File: config.mk
export PLATFORM = sky130hd
export DESIGN_NAME = uart_wb_arbiter
export DESIGN_NICKNAME = d
export VERILOG_FILES = /design/src/rtl/uart_pkg.sv /design/src/rtl/uart_rr_pick.sv /design/src/rtl/uart_wb_arbiter.sv
export SDC_FILE = /design/constraint.sdc
export NUM_CORES = 1
export LEC_CHECK = 0
export ABC_AREA = 1
export ABC_CLOCK_PERIOD_IN_PS = 1100
export CORE_MARGIN = 2
export CORE_UTILIZATION = 26
export DETAILED_ROUTE_END_ITERATION = 8
export PLACE_DENSITY = 0.87
export SLEW_MARGIN = 20
export SYNTH_ARGS = -nofsm -noshare
export SYNTH_HDL_FRONTEND = slang
export SYNTH_HIERARCHICAL = 1
export SYNTH_SLANG_ARGS = --single-unit
export TNS_END_PERCENT = 100
File: constraint.sdc
create_clock -name clk -period 1.1 [get_ports clk]
set_clock_uncertainty 0.15 [all_clocks]
set_input_delay 0.22 -clock clk [delete_from_list [all_inputs] [get_ports clk]]
set_output_delay 0.22 -clock clk [all_outputs]
set_load 0.05 [all_outputs]
File: src/rtl/uart_pkg.sv
// uart_pkg: uart register map, arbiter state encoding and grant constants
package uart_pkg;
    localparam logic [1:0] UART_ADDR_TX  = 2'd0;
    localparam logic [1:0] UART_ADDR_RX  = 2'd1;
    localparam logic [1:0] UART_ADDR_DIV = 2'd2;

    typedef enum logic [1:0] {
        ST_IDLE    = 2'd0,
        ST_GRANT   = 2'd1,
        ST_RELEASE = 2'd2
    } arb_state_t;

    localparam logic [1:0] GNT_NONE = 2'b00;
    localparam logic [1:0] GNT_M0   = 2'b01;
    localparam logic [1:0] GNT_M1   = 2'b10;
endpackage

File: src/rtl/uart_rr_pick.sv
// uart_rr_pick: two-requester round-robin selector, one-hot pick, favours the master that did not own last
module uart_rr_pick
    import uart_pkg::*;
(
    input  logic [1:0] req,
    input  logic       last,
    output logic [1:0] pick
);
    // a lone requester wins outright; a tie goes to the one that is not last owner
    always_comb pick = (req == 2'b11) ? (last ? GNT_M0 : GNT_M1) : req;
endmodule

File: src/rtl/uart_wb_arbiter.sv
// uart_wb_arbiter: round-robin share of the uart register port between two masters (optional watchdog: UART_ARB_TIMEOUT_EN)
module uart_wb_arbiter
    import uart_pkg::*;
#(
    parameter int ADDR_W         = 2,
    parameter int DATA_W         = 8,
    parameter int TIMEOUT_CYCLES = 255,
    parameter int CNT_W          = 8
) (
    input  logic              clk,
    input  logic              reset,
    input  logic [ADDR_W-1:0] m0_addr,
    input  logic [DATA_W-1:0] m0_data_in,
    output logic [DATA_W-1:0] m0_data_out,
    input  logic              m0_we,
    input  logic              m0_clk,
    input  logic              m0_stb,
    output logic              m0_ack,
    output logic              m0_err,
    input  logic [ADDR_W-1:0] m1_addr,
    input  logic [DATA_W-1:0] m1_data_in,
    output logic [DATA_W-1:0] m1_data_out,
    input  logic              m1_we,
    input  logic              m1_clk,
    input  logic              m1_stb,
    output logic              m1_ack,
    output logic              m1_err,
    output logic [ADDR_W-1:0] s_addr,
    output logic [DATA_W-1:0] s_data_in,
    input  logic [DATA_W-1:0] s_data_out,
    output logic              s_we,
    output logic              s_clk,
    output logic              s_stb,
    input  logic              s_ack,
    output logic [1:0]        grant,
    output logic              busy
);
    arb_state_t state_q, state_d;
    logic [1:0] grant_q, pick;
    logic       last_q, ack_seen_q, timeout, fwd;

    if (TIMEOUT_CYCLES < 1 || TIMEOUT_CYCLES >= (1 << CNT_W)) begin : g_bad_cfg
        $error("uart_wb_arbiter: TIMEOUT_CYCLES must be in 1 .. 2**CNT_W-1");
    end

    uart_rr_pick u_pick (
        .req  ({m1_stb, m0_stb}),
        .last (last_q),
        .pick (pick)
    );

`ifdef UART_ARB_TIMEOUT_EN
    logic [CNT_W-1:0] wdog_q;

    // count unacknowledged GRANT cycles; held at zero outside GRANT so each grant starts fresh
    always_ff @(posedge clk or posedge reset)
        if (reset)
            wdog_q <= '0;
        else if (state_q != ST_GRANT)
            wdog_q <= '0;
        else if (!ack_seen_q)
            wdog_q <= wdog_q + 1'b1;

    assign timeout = (state_q == ST_GRANT) && !ack_seen_q && !s_ack &&
                     (wdog_q == CNT_W'(TIMEOUT_CYCLES - 1));
`else
    assign timeout = 1'b0;
`endif

    // state, owner, round-robin pointer and ack handshake tracking
    always_ff @(posedge clk or posedge reset)
        if (reset) begin
            state_q    <= ST_IDLE;
            grant_q    <= GNT_NONE;
            last_q     <= 1'b1;
            ack_seen_q <= 1'b0;
        end else begin
            state_q    <= state_d;
            grant_q    <= (state_q == ST_IDLE) ? pick : ((state_d == ST_GRANT) ? grant_q : GNT_NONE);
            ack_seen_q <= (state_q == ST_GRANT) && (state_d == ST_GRANT) && (ack_seen_q || s_ack);
            if (state_q == ST_IDLE && pick != GNT_NONE)
                last_q <= pick[1];
        end

    // leave GRANT once the ack has risen and fallen (or the watchdog fires); RELEASE lasts one cycle
    always_comb
        state_d = (state_q == ST_IDLE)  ? ((pick != GNT_NONE) ? ST_GRANT : ST_IDLE) :
                  (state_q == ST_GRANT) ? (((ack_seen_q && !s_ack) || timeout) ? ST_RELEASE : ST_GRANT) :
                  ST_IDLE;

    // forward the owner's bus to the uart and route ack/data back; everything idles low when no owner
    always_comb begin
        fwd         = (grant_q != GNT_NONE);
        s_addr      = fwd ? (grant_q[1] ? m1_addr    : m0_addr)    : '0;
        s_data_in   = fwd ? (grant_q[1] ? m1_data_in : m0_data_in) : '0;
        s_we        = fwd && (grant_q[1] ? m1_we  : m0_we);
        s_clk       = fwd && (grant_q[1] ? m1_clk : m0_clk);
        s_stb       = fwd && (grant_q[1] ? m1_stb : m0_stb);
        m0_ack      = grant_q[0] && s_ack;
        m1_ack      = grant_q[1] && s_ack;
        m0_data_out = grant_q[0] ? s_data_out : '0;
        m1_data_out = grant_q[1] ? s_data_out : '0;
        m0_err      = grant_q[0] && timeout;
        m1_err      = grant_q[1] && timeout;
        grant       = grant_q;
        busy        = (state_q != ST_IDLE);
    end
endmodule

==> impl_metrics.ini, run 1 <==
[floorplan]
die_h_um = 52.5
num_rows = 17
ios = 73
die-width_um = 52.5
start_util = 0.277

[yosys]
ys_ff_latch = 6
yosysTopAreaCellShare = 0.204
synth_cell_types = 13
yosys_warnings = 6
avgSynthCellArea_um2 = 5.27
synthCells = 116
synth_largest_area_cell = dfrtp_1
synth.cell_area_um2 = 612
synth.area.top_cells = dfrtp_1, nand2_1, nor2_1
synth-seq-area-share = 0.247

[clocking]
cts_root_buffer = clkbuf_4
cts.sinks = 6
cts_resized = 54
cts_max_path_buffers = 2
cts_hold_buf = 0
cts_setup_buffers = 5
cts_buffers = 3
cts_max_level = 1

[placed_design]
dp_hpwl_mm = 2.74
portBuffers = 70
dp.cells = 217
place_congestion = 0.712

[status]
error = [ERROR DPL-0033] detailed placement checks failed during check placement.
stop_stage = clock tree synthesis
status = aborted with a tool error
[cell families after synthesis]
kind of cell | share of synthesized area
and+or+nand+nor | 0.397
DFF | 0.247
AOI/OAI and AO/OA | 0.106
other | 0.00613
buffers and inverters | 0.243
[synthesized netlist by cell type]
master   instances
dfstp_2          1
buf_6            1
nor2_1          26
inv_2            1
buf_2            2
a21oi_1         12
buf_4            4
nand2_1         32
conb_1           1
inv_1           25
nand3_1          5
o21ai_0          1
dfrtp_1          5
[through the flow]
stage | hold slack (ps) | area, um2 | setup slack, ps
2_1_floorplan | -140 | 783 | -364
3_3_place_gp | 287 | 1870 | -361
3_5_place_dp | 290 | 1870 | -471
==> run 2: changes to the inputs <==
Settings changed: CORE_AREA set to 2 2 63 65, CORE_MARGIN 2 to unset, CORE_UTILIZATION 26 to unset, DIE_AREA set to 0 0 65 67, PLACE_DENSITY 0.87 to unset, PLACE_DENSITY_LB_ADDON set to 0.15.
==> impl_metrics.ini, run 2 <==
[status]
violations = negative setup slack
status = finished with violations

[pwr]
p_clk_frac = 0.046
p_leak_nw = 0.908
seq_power_share = 0.059
switchingPower_mw = 4.07
p_int_mw = 3.83
swShare = 0.515
power_frac_comb = 0.895
p_total_mw = 7.91
power_density_nw_per_um2 = 3460
ir_worst_vdd_v = 0.00154

[yosys]
yosys_warnings = 6
synth.most_common_cell = nand2_1
synth_largest_area_cell = dfrtp_1
synth-seq-area-share = 0.247
ys_ff_latch = 6
avgSynthCellArea_um2 = 5.27
async_flop_share = 1.00
synthTopCellsByCount = nand2_1, nor2_1, inv_1
synth-main-ff-cell = dfrtp_1
synth_cell_types = 13
yosysTopAreaCellShare = 0.204
synthCells = 116
synth.cell_area_um2 = 612
synth.area.top_cells = dfrtp_1, nand2_1, nor2_1
synth_edf_count = 0

[timing]
final.period_utilization = 1.46
maxSlewViolCount = 0
hold_viol = 0
tns_ps = -15620
postLayoutSetupSlackWorst_ps = -507
finalCriticalPeriod_ps = 1610
setup_viol = 34
rsz0062_at_grt = yes
clock.fmax_ghz = 0.622

[clocking]
cts_max_level = 1
cts_buffers = 3
clk_pin_slew_ps = 40
clock_latency_ps = 230
cts_tree = yes
cts_root_buffer = clkbuf_8
cts.sinks = 6
cts_max_path_buffers = 2

[route]
via_count = 1024
dr.pass1.iters = 4
wl_per_cell_um = 12.3
ant_nets = 0
vias_per_cell = 4.13
drt-initial-drc-count = 25
drt-total-wl_mm = 3.06
drc_errors = 0

[floorplan]
die_area_um2 = 4360
die_h_um = 67
core_area_um2 = 3610
start_util = 0.170
num_rows = 22
ios = 73
die-width_um = 65

[layout]
n_antenna_cell = 0
num-nets-final = 238
drive_gt1_frac = 0.660
layout_common_cells = buf_12, clkdlybuf4s50_1, nand2_2, clkinvlp_4, nor2_4
final_common_cell = buf_12
fill_cells = 293
syn2layout_area_growth_pct = 273

[global_route]
grt_antenna_before_repair = 0
grt_first_pass_wirelength_mm = 4.31
grt_pass1_vias = 933
grt-ovfl-total = 0
grt.total_usage = 0.128
grt_max_degree = 17

[critical_path]
crit_path_start_kind = register
arrival_ps = 1240
path_class = register to output pin
critPathRequiredTime_ps = 730
crit_path_max_fanout = 14
endpoint_kind = output pin

[placed_design]
place_congestion = 0.740
portBuffers = 70
dp_hpwl_mm = 2.23

[hold_path]
hold_class = primary input to asynchronous set/reset pin

[job]
cap_violations = 0
## run 2: logic make-up (layout without fill, tap and decap cells)
kind of cell,count (synthesis),after routing,share of synthesized area
DFF,6,6,0.247
buffers and inverters,33,116,0.243
other,1,2,0.00613
AOI/OAI and AO/OA,13,13,0.106
and+or+nand+nor,63,63,0.397
## run 2: path summary, 6_finish.rpt
path                          start            to  slack (ps)  cells after the start
setup reg to reg             last_q        last_q          20                      5
setup / recovery           grant[1]  s_data_in[4]        -510                      4
hold reg to reg              last_q        last_q         340                      2
max in group asynchronous     reset        last_q         490                      2
min in group clk             last_q        last_q         340                      2
hold / removal                reset      grant[1]          60                      2
## run 2: power by group through the flow
stage	logic [mW]	clock network [mW]	registers [mW]
2_1_floorplan	3.21	0	0.534
3_3_place_gp	6.17	0	0.414
3_5_place_dp	6.23	0	0.422
4_1_cts	6.55	0.369	0.430
5_1_grt	7.39	0.381	0.482
6_report	7.08	0.361	0.467
## run 2: through the flow
step | setup slack [ps] | util | instance area (um2) | hold WS (ps) | std cells
floorplan | -364 | - | 783 | -140 | 117
global route | -551 | 0.634 | 2280 | 93.9 | 248
CTS | -496 | 0.581 | 2090 | 58.6 | 246
global placement | -376 | 0.535 | 1930 | 296 | 240
detailed placement | -378 | 0.535 | 1930 | 301 | 240
finish | -507 | 0.634 | 2280 | 56.6 | 248
## run 2: what timing repair did
| item | 4_1_cts | 5_1_grt |
|---|---|---|
| hold endpoints to repair | 0 | 0 |
| pin swaps | 1 | 6 |
| resized for setup | 40 | 33 |
| setup endpoints to repair | 39 | 39 |
| gates cloned | 0 | 1 |
| setup buffers | 2 | 1 |
| hold buffers | 0 | 0 |
## run 2: area by class of cell
type / instances / area, um2 / share of cell area
clock buffer: 4 / 45.0 / 0.0197
inverter: 26 / 170 / 0.0745
multi-input combinational: 78 / 646 / 0.283
sequential: 6 / 154 / 0.0674
tap: 48 / 60.1 / 0.0263
timing repair buffer: 86 / 1210 / 0.530
## run 2: critical path, cell delays in order, from the launching register on
cell,delay (ps)
dfrtp_2,460
buf_12,180
a21oi_4,150
nor2_4,60
buf_12,140
## run 2: metal layers
metal  global-route usage  part of all wire  routed length, um
met1                0.153              0.36               1090
met2                0.229              0.56               1710
met3               0.0152             0.061                187
met4               0.0559             0.022                 68
met5                    0                 0                  0
(Power assumes the default switching activity.)
